File: src/rtl/fifo_pkg.sv
`default_nettype none
// ============================================================================
//  Module      : fifo_pkg
//  Description : Shared defaults and width helpers for the synchronous FIFO
//  Revision    : 1.0  initial release
// ============================================================================
package fifo_pkg;

    localparam int unsigned c_DEFAULT_WIDTH = 16;
    localparam int unsigned c_DEFAULT_DEPTH = 8;

    // Occupancy must represent 0..depth inclusive, hence depth+1 codes.
    function automatic int unsigned cnt_width(input int unsigned depth);
        return $clog2(depth + 1);
    endfunction

    // Address width for a depth-entry array; never narrower than one bit.
    function automatic int unsigned ptr_width(input int unsigned depth);
        return (depth <= 2) ? 1 : $clog2(depth);
    endfunction

endpackage : fifo_pkg
`default_nettype wire

File: src/rtl/fifo_mem.sv
`default_nettype none
// ============================================================================
//  Module      : fifo_mem
//  Description : WIDTH x DEPTH storage, one write port, one registered read
//                port whose output holds when no read is requested
//  Revision    : 1.0  initial release
// ============================================================================
module fifo_mem
    import fifo_pkg::*;
#(
    parameter int WIDTH = c_DEFAULT_WIDTH,
    parameter int DEPTH = c_DEFAULT_DEPTH,
    parameter int AW    = ptr_width(DEPTH)
) (
    input  logic             clk,
    input  logic             rst_n,
    input  logic             i_wr_en,
    input  logic [AW-1:0]    i_wr_addr,
    input  logic [WIDTH-1:0] i_wr_data,
    input  logic             i_rd_en,
    input  logic [AW-1:0]    i_rd_addr,
    output logic [WIDTH-1:0] o_rd_data
);

    logic [WIDTH-1:0] r_mem [DEPTH];

    // Write port; the array itself carries no reset.
    always_ff @(posedge clk) begin
        if (i_wr_en) begin
            r_mem[i_wr_addr] <= i_wr_data;
        end
    end

    // Registered read; a same-address write in the same cycle returns old data.
    always_ff @(posedge clk) begin
        if (!rst_n) begin
            o_rd_data <= '0;
        end else if (i_rd_en) begin
            o_rd_data <= r_mem[i_rd_addr];
        end
    end

endmodule : fifo_mem
`default_nettype wire

File: src/rtl/sync_fifo_gen2.sv
`default_nettype none
// ============================================================================
//  Module      : sync_fifo_gen2
//  Description : Single-clock FIFO with arbitrary depth, level flags, flush
//                and registered accept/reject status pulses
//  Revision    : 1.0  initial release
// ============================================================================
module sync_fifo_gen2
    import fifo_pkg::*;
#(
    parameter int FIFO_WIDTH = c_DEFAULT_WIDTH,
    parameter int FIFO_DEPTH = c_DEFAULT_DEPTH,
    parameter int AF_LEVEL   = FIFO_DEPTH - 2,
    parameter int AE_LEVEL   = 1
) (
    input  logic                               clk,
    input  logic                               rst_n,
    input  logic                               flush,
    input  logic                               wr_en,
    input  logic [FIFO_WIDTH-1:0]              data_in,
    input  logic                               rd_en,
    output logic [FIFO_WIDTH-1:0]              data_out,
    output logic                               rd_valid,
    output logic                               wr_ack,
    output logic                               overflow,
    output logic                               underflow,
    output logic                               full,
    output logic                               empty,
    output logic                               almostfull,
    output logic                               almostempty,
    output logic [cnt_width(FIFO_DEPTH)-1:0]   count
);

    localparam int c_CW = cnt_width(FIFO_DEPTH);
    localparam int c_PW = ptr_width(FIFO_DEPTH);

    // Reject illegal configurations at elaboration.
    if (FIFO_WIDTH < 1) begin : g_bad_width
        $fatal(1, "sync_fifo_gen2: FIFO_WIDTH must be >= 1");
    end
    if (FIFO_DEPTH < 2) begin : g_bad_depth
        $fatal(1, "sync_fifo_gen2: FIFO_DEPTH must be >= 2");
    end
    if (AF_LEVEL < 1 || AF_LEVEL > FIFO_DEPTH - 1) begin : g_bad_af
        $fatal(1, "sync_fifo_gen2: AF_LEVEL must be in 1..FIFO_DEPTH-1");
    end
    if (AE_LEVEL < 1 || AE_LEVEL > FIFO_DEPTH - 1) begin : g_bad_ae
        $fatal(1, "sync_fifo_gen2: AE_LEVEL must be in 1..FIFO_DEPTH-1");
    end

    logic [c_PW-1:0] r_wr_ptr;
    logic [c_PW-1:0] r_rd_ptr;
    logic [c_CW-1:0] r_count;
    logic            w_rd_acc;
    logic            w_wr_acc;

    // A read needs stored data; a write into a full FIFO is allowed only when
    // a read frees a slot at the same edge. A write never satisfies an empty read.
    always_comb begin
        w_rd_acc = rd_en && !flush && (r_count != '0);
        w_wr_acc = wr_en && !flush && ((r_count < c_CW'(FIFO_DEPTH)) || w_rd_acc);
    end

    // Pointers, occupancy and status pulses.
    always_ff @(posedge clk) begin
        if (!rst_n || flush) begin
            r_wr_ptr  <= '0;
            r_rd_ptr  <= '0;
            r_count   <= '0;
            wr_ack    <= 1'b0;
            overflow  <= 1'b0;
            underflow <= 1'b0;
            rd_valid  <= 1'b0;
        end else begin
            if (w_wr_acc) begin
                r_wr_ptr <= (r_wr_ptr == c_PW'(FIFO_DEPTH - 1)) ? '0 : r_wr_ptr + c_PW'(1);
            end
            if (w_rd_acc) begin
                r_rd_ptr <= (r_rd_ptr == c_PW'(FIFO_DEPTH - 1)) ? '0 : r_rd_ptr + c_PW'(1);
            end
            case ({w_wr_acc, w_rd_acc})
                2'b10:   r_count <= r_count + c_CW'(1);
                2'b01:   r_count <= r_count - c_CW'(1);
                default: r_count <= r_count;
            endcase
            wr_ack    <= w_wr_acc;
            overflow  <= wr_en && !w_wr_acc;
            underflow <= rd_en && (r_count == '0);
            rd_valid  <= w_rd_acc;
        end
    end

    fifo_mem #(
        .WIDTH (FIFO_WIDTH),
        .DEPTH (FIFO_DEPTH),
        .AW    (c_PW)
    ) u_mem (
        .clk       (clk),
        .rst_n     (rst_n),
        .i_wr_en   (w_wr_acc),
        .i_wr_addr (r_wr_ptr),
        .i_wr_data (data_in),
        .i_rd_en   (w_rd_acc),
        .i_rd_addr (r_rd_ptr),
        .o_rd_data (data_out)
    );

    // Level flags decoded directly from occupancy.
    always_comb begin
        count       = r_count;
        full        = (r_count == c_CW'(FIFO_DEPTH));
        empty       = (r_count == '0);
        almostfull  = (r_count >= c_CW'(AF_LEVEL)) && !full;
        almostempty = (r_count <= c_CW'(AE_LEVEL)) && !empty;
    end

endmodule : sync_fifo_gen2
`default_nettype wire

File: config.mk
export PLATFORM = sky130hd
export DESIGN_NAME = sync_fifo_gen2
export DESIGN_NICKNAME = d
export VERILOG_FILES = /design/src/rtl/fifo_pkg.sv /design/src/rtl/fifo_mem.sv /design/src/rtl/sync_fifo_gen2.sv
export SDC_FILE = /design/constraint.sdc
export NUM_CORES = 1
export LEC_CHECK = 0
export CAP_MARGIN = 40
export CORE_MARGIN = 4
export CORE_UTILIZATION = 25
export CTS_CLUSTER_SIZE = 20
export DETAILED_ROUTE_END_ITERATION = 8
export PLACE_DENSITY = 0.38
export SYNTH_ARGS = -nofsm -noshare
export SYNTH_HDL_FRONTEND = slang
export SYNTH_HIERARCHICAL = 1
export SYNTH_SLANG_ARGS = --single-unit
export TNS_END_PERCENT = 20
File: constraint.sdc
create_clock -name clk -period 2.8 [get_ports clk]
set_clock_uncertainty 0.15 [all_clocks]
set_input_delay 0.28 -clock clk [delete_from_list [all_inputs] [get_ports clk]]
set_output_delay 0.28 -clock clk [all_outputs]
set_load 0.05 [all_outputs]
==> results of run 1 <==
[stage by stage]
step / setup TNS [ns] / hold WS, ns / instance area, um2 / power (uW) / utilization (%)
after global placement: 0 / 0.367 / 7160 / 2850 / 29.3
after CTS: 0 / 0.378 / 7810 / 5290 / 31.9
final: 0 / 0.373 / 7820 / 5220 / 31.9
after detailed placement: 0 / 0.362 / 7190 / 2850 / 29.4
after global routing: 0 / 0.410 / 7820 / 5430 / 31.9
after floorplan: -0.289 / 0.229 / 6240 / 2740 / -
[final cells by class]
type                    instances  share of cell area (%)
clock buffers                  19                    5.54
clock inverters                13                    2.42
inverters                       5                   0.240
multi-input cells             205                    20.8
flip-flops and latches        158                    56.9
well taps                     324                    5.19
repair buffers                 69                    8.89
[critical path: cells and delay by family (launching register included)]
| kind | cells | cell delay [ns] |
|---|---|---|
| and+or+nand+nor | 1 | 0.17 |
| adders and majority gates | 1 | 0.20 |
| buffers and inverters | 3 | 0.95 |
| DFF | 1 | 0.44 |
[cells by family after synthesis]
| logic type | synth area share (%) |
|---|---|
| DFF | 71.2 |
| AOI/OAI and AO/OA | 8.54 |
| muxes | 11.1 |
| and+or+nand+nor | 4.27 |
| buffers and inverters | 2.99 |
| adders and majority gates | 1.60 |
| xor gates and xnor gates | 0.281 |
[final timing paths]
check,startpoint,to,slack (ns),cells past startpoint
min,u_mem/o_rd_data[6]$_SDFFE_PN0P_,u_mem/o_rd_data[6]$_SDFFE_PN0P_,0.37,2
max reg2reg,count[1]$_SDFFE_PP0P_,count[3]$_SDFFE_PP0P_,0.21,9
min reg2reg,u_mem/o_rd_data[6]$_SDFFE_PN0P_,u_mem/o_rd_data[6]$_SDFFE_PN0P_,0.37,2
max,count[1]$_SDFFE_PP0P_,full,0.17,5
[flip-flops by register name, indices dropped and copies added, names as in the netlist]
signal / flops
u_mem/o_rd_data: 16
r_wr_ptr: 3
wr_ack: 1
u_mem/r_mem: 128
overflow: 1
rd_valid: 1
r_rd_ptr: 3
count: 4
underflow: 1
[cells in the final DEF, fill, tap and decap left out, types with 3 or more instances in the layout]
master,n
a21oi_1,25
nand3_1,3
a221o_1,13
mux2_2,32
a22oi_1,3
buf_4,18
o22ai_1,13
nand2b_1,8
o221ai_1,3
buf_12,3
clkinvlp_4,4
nor2_1,10
o21ai_0,24
dfxtp_1,29
mux2i_1,33
and3_1,5
bufinv_16,4
nor2b_1,5
ha_1,8
edfxtp_1,128
inv_1,4
clkdlybuf4s50_1,45
nand2_1,4
clkbuf_16,17
[power breakdown]
part	internal, uW	switching, uW
clock network	1500	929
logic	86.5	139
registers	2560	11.1
total	4140	1080
[routing by layer]
layer / track usage, % / up-vias / wire length [um]
li1: - / 1658 / -
met1: 14.3 / 1762 / 6940
met2: 18.3 / 48 / 7410
met3: 2.33 / 14 / 310
met4: 3.87 / 0 / 190
met5: 0 / - / 0
[timing repair]
action                                  4_1_cts  5_1_grt
hold buffers                                  0        0
endpoints found under the setup margin        1        1
resized for setup                             1        1
pin swaps                                     0        0
==> metrics.yaml, run 1 <==
maxCapViolCount: 0
relSlewSlack_pct: 49.0
cts_tree: "yes"
clkLatencyLatePin_ns: 0.42
setup_violations: 0
hold_class: "reg -> reg"
fill_cells: 2414
placed_cells: 761
start_util_pct: 25.5
die_w_um: 166
async_reset_ff_share_pct: 0
powerDensity_mw_per_mm2: 668
yosysTopAreaCellShare_pct: 61.6
drt_iter0_drc: 185
grt_usage_pct: 11.0
critPathMaxStageDelay_ns: 0.69
grt_pass1_wl_um: 22900
critPathMaxFanout: 6
layout-drive-gt1-share_pct: 19.6
nets: 485
multiInputGateArea_mm2: 0.00163
via_per_inst: 4.39
max_freq_ghz: 0.381
clkTransAtPathRegs_ns: 0.06
ant_nets: 0
drc: 0
path_cells: "inv_1 -> ha_1 -> buf_4 -> and3_1 -> clkdlybuf4s50_1"
first_pass_iters: 4
max-clock-path-buffers: 2
synthMostInstantiatedCell: "edfxtp_1"
finalWorstSetupSlack_ns: 0.175
netlist_area_mm2: 0.00624
ys_top_cells_by_count: "edfxtp_1, mux2i_1, mux2_2, dfxtp_1, a21oi_1"
ys_top_cells_by_area: "edfxtp_1, dfxtp_1, mux2_2"
tightest_slew_ns: 0.762
vias: 3482
totalWireLength_um: 14900
drv_slew: 0
startpoint_type: "register"
worstPathArrival_ns: 2.20
yosysUniqueCellTypes: 35
synth_seq_cells: 158
dp_hpwl_um: 8690
vdd_drop_max_mv: 0.364
portBuffers: 48
rsz0062_at_grt: "false"
numCtsBuffers: 17
finalCriticalPeriod_ns: 2.63
syn-num-nets: 415
rows: 57
seq_area_frac_synth_pct: 71.2
hold_viol: 0
seqCellArea_mm2: 0.00445
synthFlopType: "edfxtp_1"
syn_inst: 386
wl_per_cell_um: 18.7
cts_root_buf: "clkbuf_16"
required_ns: 2.37
critPathKind: "reg -> out"
die_area_mm2: 0.0275
synth_area_leader_cell: "edfxtp_1"
htreeDepth: 4
stdcell_count: 793
fp.coreArea_mm2: 0.0245
gp_congestion: 0.740
syn_area_per_cell_um2: 16.2
end_kind: "primary output"
antenna_found_initial: 0
grt_max_degree: 55
post-place-ws_ns: 0.165
run_status: "complete, no violations"
cts_setup_buffers: 0
fin_crit_sh_pct: 93.8
grt_pass1_vias: 3665
synth-edff-count: 128
yosys_warnings: 6
cts.sinks: 158
die_h_um: 166
insertedDiodeCount: 0
p_leak_uw: 0.00252
slowest_stage: "clkdlybuf4s50_1"
io_pins: 49
area_delta_synth_final_pct: 25.3
grt.overflow.total: 0
Power figures use the tool's default switching activity.
==> run 2, diff against run 1 <==
--- a/config.mk
+++ b/config.mk
@@ -10,9 +10,10 @@
 export CORE_UTILIZATION = 25
 export CTS_CLUSTER_SIZE = 20
 export DETAILED_ROUTE_END_ITERATION = 8
+export HOLD_SLACK_MARGIN = 0.06
 export PLACE_DENSITY = 0.38
 export SYNTH_ARGS = -nofsm -noshare
 export SYNTH_HDL_FRONTEND = slang
 export SYNTH_HIERARCHICAL = 1
 export SYNTH_SLANG_ARGS = --single-unit
-export TNS_END_PERCENT = 20
+export TNS_END_PERCENT = 30
==> results of run 2 <==
The final DEF is identical to that of run 1; final timing and power are the same.
